$ cat config.mk
export PLATFORM = sky130hd
export DESIGN_NAME = chest_ls_ctrl
export DESIGN_NICKNAME = d
export VERILOG_FILES = /design/src/rtl/chest_pkg.sv /design/src/rtl/nrs_re_addr_gen.sv /design/src/rtl/chest_ls_ctrl.sv
export SDC_FILE = /design/constraint.sdc
export NUM_CORES = 1
export LEC_CHECK = 0
export CORE_MARGIN = 10
export CORE_UTILIZATION = 45
export CTS_CLUSTER_DIAMETER = 60
export DETAILED_ROUTE_END_ITERATION = 8
export GPL_TIMING_DRIVEN = 0
export HOLD_SLACK_MARGIN = 0.08
export PLACE_DENSITY = 0.71
export SYNTH_ARGS = -nofsm -noshare
export SYNTH_HDL_FRONTEND = slang
export SYNTH_SLANG_ARGS = --single-unit
$ cat constraint.sdc
create_clock -name clk -period 5.5 [get_ports clk]
set_input_delay 1.1 -clock clk [delete_from_list [all_inputs] [get_ports clk]]
set_output_delay 1.1 -clock clk [all_outputs]
set_load 0.01 [all_outputs]
$ cat src/rtl/chest_pkg.sv
// Shared types and constants for the NB-IoT least-squares channel estimators.
package chest_pkg;

  localparam int unsigned NRS_PER_SLOT   = 4;
  localparam int unsigned SC_PER_PRB     = 12;
  localparam int unsigned NRS_SPACING    = 6;
  localparam int unsigned NRS_SYM_OFFSET = 3;

  localparam int unsigned ENTRY_W = 2;
  localparam int unsigned SYM_W   = 3;
  localparam int unsigned SC_W    = $clog2(SC_PER_PRB);
  localparam int unsigned CELL_W  = 9;
  localparam int unsigned VS_W    = 3;
  localparam int unsigned BITS_W  = 2 * NRS_PER_SLOT;

  typedef enum logic [2:0] {
    IDLE,
    ISSUE,
    DRAIN,
    OUT,
    DONE
  } chest_state_e;

  typedef struct packed {
    logic               valid;
    logic [ENTRY_W-1:0] entry;
    logic               nrs_r;
    logic               nrs_i;
  } nrs_tag;

  // Frequency shift of the NRS pattern for a given cell.
  function automatic logic [VS_W-1:0] v_shift_of(input logic [CELL_W-1:0] cell_id);
    return VS_W'(cell_id % CELL_W'(NRS_SPACING));
  endfunction

endpackage

$ cat src/rtl/nrs_re_addr_gen.sv
// Maps (v_shift, entry) to the NRS resource element (OFDM symbol, subcarrier).
module nrs_re_addr_gen
  import chest_pkg::*;
#(
  parameter int unsigned SYM_A = 5,
  parameter int unsigned SYM_B = 6
) (
  input  logic [VS_W-1:0]    v_shift_i,
  input  logic [ENTRY_W-1:0] entry_i,
  output logic [SYM_W-1:0]   sym_c_o,
  output logic [SC_W-1:0]    sc_c_o
);

  logic [VS_W-1:0] vs_c;

  // entry[1] selects the second NRS symbol, entry[0] the upper subcarrier of the pair
  always_comb begin
    vs_c = v_shift_i;
    if (entry_i[1]) begin
      vs_c = (v_shift_i < VS_W'(NRS_SYM_OFFSET)) ? v_shift_i + VS_W'(NRS_SYM_OFFSET)
                                                 : v_shift_i - VS_W'(NRS_SYM_OFFSET);
    end
    sym_c_o = entry_i[1] ? SYM_W'(SYM_B) : SYM_W'(SYM_A);
    sc_c_o  = SC_W'(vs_c) + (entry_i[0] ? SC_W'(NRS_SPACING) : SC_W'(0));
  end

endmodule

$ cat src/rtl/chest_ls_ctrl.sv
// Port-0 LS channel-estimation slot sequencer: NRS grid reads, multiplier writes, estimate stream.
// Optional abort input enabled by defining CHEST_ABORT_EN.
module chest_ls_ctrl
  import chest_pkg::*;
#(
  parameter int unsigned RD_LAT = 1,
  parameter int unsigned SYM_A  = 5,
  parameter int unsigned SYM_B  = 6
) (
  input  logic               clk,
  input  logic               rst,
`ifdef CHEST_ABORT_EN
  input  logic               abort,
`endif
  input  logic               start,
  input  logic [CELL_W-1:0]  cell_id,
  input  logic [BITS_W-1:0]  nrs_bits,
  output logic               grid_rd_en,
  output logic [SYM_W-1:0]   grid_sym,
  output logic [SC_W-1:0]    grid_sc,
  output logic               mult_en,
  output logic [ENTRY_W-1:0] mult_wr_addr,
  output logic               mult_nrs_r,
  output logic               mult_nrs_i,
  output logic [ENTRY_W-1:0] mult_rd_addr,
  output logic               est_valid,
  input  logic               est_ready,
  output logic [ENTRY_W-1:0] est_idx,
  output logic               busy,
  output logic               done
);

  localparam logic [ENTRY_W-1:0] LAST_ENTRY = ENTRY_W'(NRS_PER_SLOT - 1);

  chest_state_e       state_q, state_d;
  logic [ENTRY_W-1:0] cnt_q, cnt_d;
  logic [ENTRY_W-1:0] est_idx_q, est_idx_d;
  logic [VS_W-1:0]    vs_q, vs_d;
  logic [BITS_W-1:0]  nrs_q, nrs_d;
  nrs_tag             tag_q [RD_LAT];
  nrs_tag             tag_d [RD_LAT];

  logic               grid_rd_en_q, grid_rd_en_d;
  logic [SYM_W-1:0]   grid_sym_q, grid_sym_d;
  logic [SC_W-1:0]    grid_sc_q, grid_sc_d;
  logic               est_valid_q, est_valid_d;
  logic               busy_q, busy_d;
  logic               done_q, done_d;

  logic               hs_c;
  logic               pipe_empty_c;
  logic [SYM_W-1:0]   sym_c;
  logic [SC_W-1:0]    sc_c;

  assign hs_c = est_valid_q & est_ready;

  nrs_re_addr_gen #(
    .SYM_A (SYM_A),
    .SYM_B (SYM_B)
  ) u_addr_gen (
    .v_shift_i (vs_d),
    .entry_i   (cnt_d),
    .sym_c_o   (sym_c),
    .sc_c_o    (sc_c)
  );

  // Tag pipeline tracks reads in flight so multiplier writes land RD_LAT cycles after each read
  always_comb begin
    for (int unsigned k = 0; k < RD_LAT; k++) tag_d[k] = '0;
    if (grid_rd_en_q) begin
      tag_d[0].valid = 1'b1;
      tag_d[0].entry = cnt_q;
      tag_d[0].nrs_r = nrs_q[{cnt_q, 1'b0}];
      tag_d[0].nrs_i = nrs_q[{cnt_q, 1'b1}];
    end
    for (int unsigned k = 1; k < RD_LAT; k++) tag_d[k] = tag_q[k-1];
`ifdef CHEST_ABORT_EN
    if (abort) begin
      for (int unsigned k = 0; k < RD_LAT; k++) tag_d[k] = '0;
    end
`endif
    pipe_empty_c = 1'b1;
    for (int unsigned k = 0; k < RD_LAT; k++) begin
      if (tag_d[k].valid) pipe_empty_c = 1'b0;
    end
  end

  // State register
  always_ff @(posedge clk or negedge rst) begin
    if (!rst) state_q <= IDLE;
    else      state_q <= state_d;
  end

  // Next state; DRAIN exits once the last multiplier write has been issued
  always_comb begin
    state_d = state_q;
    unique case (state_q)
      IDLE:    if (start) state_d = ISSUE;
      ISSUE:   if (cnt_q == LAST_ENTRY) state_d = DRAIN;
      DRAIN:   if (pipe_empty_c) state_d = OUT;
      OUT:     if (hs_c && est_idx_q == LAST_ENTRY) state_d = DONE;
      DONE:    state_d = IDLE;
      default: state_d = IDLE;
    endcase
`ifdef CHEST_ABORT_EN
    if (abort) state_d = IDLE;
`endif
  end

  // Outputs and datapath next values, all registered
  always_comb begin
    cnt_d        = '0;
    est_idx_d    = '0;
    vs_d         = vs_q;
    nrs_d        = nrs_q;
    grid_rd_en_d = 1'b0;
    grid_sym_d   = '0;
    grid_sc_d    = '0;
    est_valid_d  = 1'b0;
    busy_d       = (state_d != IDLE);
    done_d       = (state_d == DONE);
    if (state_q == IDLE && state_d == ISSUE) begin
      vs_d  = v_shift_of(cell_id);
      nrs_d = nrs_bits;
    end
    if (state_d == ISSUE) begin
      cnt_d        = (state_q == ISSUE) ? cnt_q + ENTRY_W'(1) : '0;
      grid_rd_en_d = 1'b1;
      grid_sym_d   = sym_c;
      grid_sc_d    = sc_c;
    end
    if (state_d == OUT) begin
      est_valid_d = 1'b1;
      est_idx_d   = hs_c ? est_idx_q + ENTRY_W'(1) : est_idx_q;
    end
  end

  always_ff @(posedge clk or negedge rst) begin
    if (!rst) begin
      cnt_q        <= '0;
      est_idx_q    <= '0;
      vs_q         <= '0;
      nrs_q        <= '0;
      grid_rd_en_q <= 1'b0;
      grid_sym_q   <= '0;
      grid_sc_q    <= '0;
      est_valid_q  <= 1'b0;
      busy_q       <= 1'b0;
      done_q       <= 1'b0;
      for (int unsigned k = 0; k < RD_LAT; k++) tag_q[k] <= '0;
    end else begin
      cnt_q        <= cnt_d;
      est_idx_q    <= est_idx_d;
      vs_q         <= vs_d;
      nrs_q        <= nrs_d;
      grid_rd_en_q <= grid_rd_en_d;
      grid_sym_q   <= grid_sym_d;
      grid_sc_q    <= grid_sc_d;
      est_valid_q  <= est_valid_d;
      busy_q       <= busy_d;
      done_q       <= done_d;
      for (int unsigned k = 0; k < RD_LAT; k++) tag_q[k] <= tag_d[k];
    end
  end

  assign grid_rd_en   = grid_rd_en_q;
  assign grid_sym     = grid_sym_q;
  assign grid_sc      = grid_sc_q;
  assign mult_en      = tag_q[RD_LAT-1].valid;
  assign mult_wr_addr = tag_q[RD_LAT-1].entry;
  assign mult_nrs_r   = tag_q[RD_LAT-1].nrs_r;
  assign mult_nrs_i   = tag_q[RD_LAT-1].nrs_i;
  assign mult_rd_addr = est_idx_q;
  assign est_valid    = est_valid_q;
  assign est_idx      = est_idx_q;
  assign busy         = busy_q;
  assign done         = done_q;

endmodule

==> impl_metrics.json <==
{
  "areaGrowthSynthToFinish_pct": 28.6,
  "max-slew-margin-rel_pct": 53.3,
  "ir_worst_vdd_mv": 0.258,
  "drive_gt1_share_pct": 10.7,
  "clock-sinks": 32,
  "synth_flop_cell": "dfrtp_1",
  "postSynth.asyncResetShare_pct": 100,
  "ys_seq_area_share_pct": 44.1,
  "hold_violations": 0,
  "final_common_cell": "nand2_1",
  "die_area_um2": 6970,
  "slowest_stage": "clkdlybuf4s50_1",
  "dr.pass1.iters": 4,
  "final_cell_mix": "nand2_1 (37), clkdlybuf4s50_1 (36), dfrtp_1 (32)",
  "cp-start-kind": "input pin",
  "rsz0062_at_grt": "no",
  "crit_required_ns": 5.66,
  "slew_violations": 0,
  "io_buffers": 37,
  "cts_tree": "built",
  "vias_per_cell": 5.07,
  "tightest_slew_ns": 0.701,
  "period_share_pct": 90.2,
  "start_util_pct": 46.0,
  "root_buffer": "clkbuf_8",
  "hold_ws_ns": 0.471,
  "fp-row-count": 23,
  "routed_wl_um": 3830,
  "syn_area_per_cell_um2": 9.60,
  "path_cells": "clkdlybuf4s50_1, xnor2_1, o21ai_0, nor3_1, nor2_1, or3_1, nand4_1, ha_1, a2111oi_4, o31a_1, and2_4, ha_1, o21ai_0, a22o_1, ha_1, fa_1, and2_1",
  "fin_crit_ns": 4.96,
  "die_w_um": 83.5,
  "antenna_cells": 0,
  "antenna_found_initial": 0,
  "ctsHoldBuffers": 0,
  "yosysWarnings": 0,
  "critPathKind": "in -> reg",
  "hpwl_um": 3000,
  "grt_util_all_layers_pct": 11.1,
  "drv_cap": 0,
  "htreeDepth": 2,
  "synth_edf_count": 0,
  "powerDensity_nw_per_um2": 453,
  "syn-cell-area_um2": 1810,
  "clock_tree.buffer_depth": 2,
  "wire_per_inst_um": 13.5,
  "hold_class": "reg -> reg",
  "vias": 1439,
  "grt_max_degree": 33,
  "nets": 261,
  "fmax_mhz": 202,
  "drtIter0Drc": 101,
  "fin_ws_ns": 0.538,
  "critPathBufInv": 1,
  "ys_seq_elements": 32,
  "path_delay_family": "simple AND/OR/NAND/NOR gates",
  "core_um2": 3940,
  "synth_nets": 217,
  "setup-violations-final": 0,
  "syn_inst": 189,
  "ant_nets": 0,
  "globalplace.congestion": 0.788,
  "cp-end-kind": "register",
  "cts_resized": 0,
  "p_leak_nw": 1.07,
  "outcome": "finished, final reports clean",
  "clkLatencyLatePin_ns": 0.27,
  "grt_overflow": 0,
  "clk_pin_slew_ns": 0.06,
  "max_stage_delay_ns": 0.52,
  "cts_setup_buffers": 0,
  "finalClockSkew_ns": 0.00361,
  "final.setup.tns_ns": 0,
  "ios": 41,
  "dp_slack_ns": 0.268,
  "crit_fanout": 7,
  "yosysUniqueCellTypes": 47,
  "path_common_cell": "ha_1",
  "grt_first_pass_wirelength_um": 6810,
  "drc": 0,
  "fp.dieH_um": 83.5,
  "cts_made_buffers": 5,
  "arrival_ns": 5.12,
  "postLayoutCoreUtil_pct": 59.2,
  "grt_pass1_vias": 1527
}
path summary, 6_finish.rpt:
kind / start / end / slack, ns / cells after the start
min in group asynchronous: rst / mult_en / 0.88 / 1
hold / removal: nrs_q[5] / nrs_q[5] / 0.47 / 2
hold reg to reg: nrs_q[5] / nrs_q[5] / 0.47 / 2
setup reg to reg: state_q[1] / grid_sc[2] / 2.35 / 11
setup / recovery: cell_id[6] / grid_sc[2] / 0.54 / 17
max in group asynchronous: rst / cnt_q[0] / 4.18 / 1
final cells by class:
type / instances / area, um2
Buffer: 10 / 61.3
Clock buffer: 8 / 90.1
Fill cell: 357 / 1610
Inverter: 7 / 26.3
Multi-Input combinational cell: 140 / 926
Sequential cell: 32 / 801
Tap cell: 50 / 62.6
Timing Repair Buffer: 37 / 365
through the flow:
step,area [um2],total power [mW],std cells
floorplan,1810,0.694,189
global placement,2250,0.874,276
detailed placement,2240,0.895,276
CTS,2330,1.08,284
global route,2330,1.15,284
finish,2330,1.06,284
synth_stat cells, drive strengths merged, types with 2 or more instances:
library cell / instances / area share [%]
a211oi: 2 / 1.4
a21oi: 5 / 1.4
and2: 10 / 3.6
buf: 7 / 2.8
clkbuf: 3 / 0.62
dfrtp: 32 / 44
ha: 6 / 4.1
inv: 7 / 1.4
mux2i: 5 / 2.8
mux4: 2 / 2.5
nand2: 37 / 7.7
nand2b: 3 / 1.0
nand3: 5 / 1.4
nand4: 4 / 1.7
nor2: 15 / 3.1
nor2b: 4 / 1.4
nor3: 4 / 1.1
nor3b: 3 / 1.2
o21ai: 7 / 2.1
or3: 3 / 1.0
or3b: 2 / 0.97
xnor2: 2 / 0.97
state kept, by name (all words and copies together) (netlist names):
register      count
cnt_q             2
mult_nrs_r        1
grid_sym          1
grid_rd_en        1
state_q           3
mult_nrs_i        1
busy              1
est_valid         1
grid_sc           4
done              1
mult_wr_addr      2
vs_q              3
est_idx           2
nrs_q             8
mult_en           1
logic make-up (layout without fill, tap and decap cells):
group | count (synthesis) | after routing | synth area share [%]
compound gates | 28 | 28 | 12.8
buf+inv | 17 | 62 | 4.83
xor+xnor | 3 | 3 | 1.45
fa+ha+maj | 7 | 7 | 5.24
mux | 7 | 7 | 5.24
flops | 32 | 32 | 44.1
simple gates | 95 | 95 | 26.3
routing by layer:
layer  share of wire (%)  GRT usage [%]  vias up
met2                  47           18.4       28
li1                    -              -      744
met3                 5.6           3.81        3
met5                   0              0        -
met1                  47           13.8      664
met4                0.31           1.83        0
worst reg2reg max path, cell delays in order, from the launching register on:
cell	delay, ns
dfrtp_1	0.43
nor2_1	0.31
and2_1	0.22
clkbuf_1	0.39
nand4_1	0.18
and2_4	0.18
ha_1	0.26
o21ai_0	0.08
a22o_1	0.22
ha_1	0.19
fa_1	0.42
and2_1	0.15
power breakdown:
group	switching, mW	internal [mW]
Combinational	0.233	0.256
Sequential	0.0627	0.329
Clock	0.0759	0.102
(Power assumes the default switching activity.)
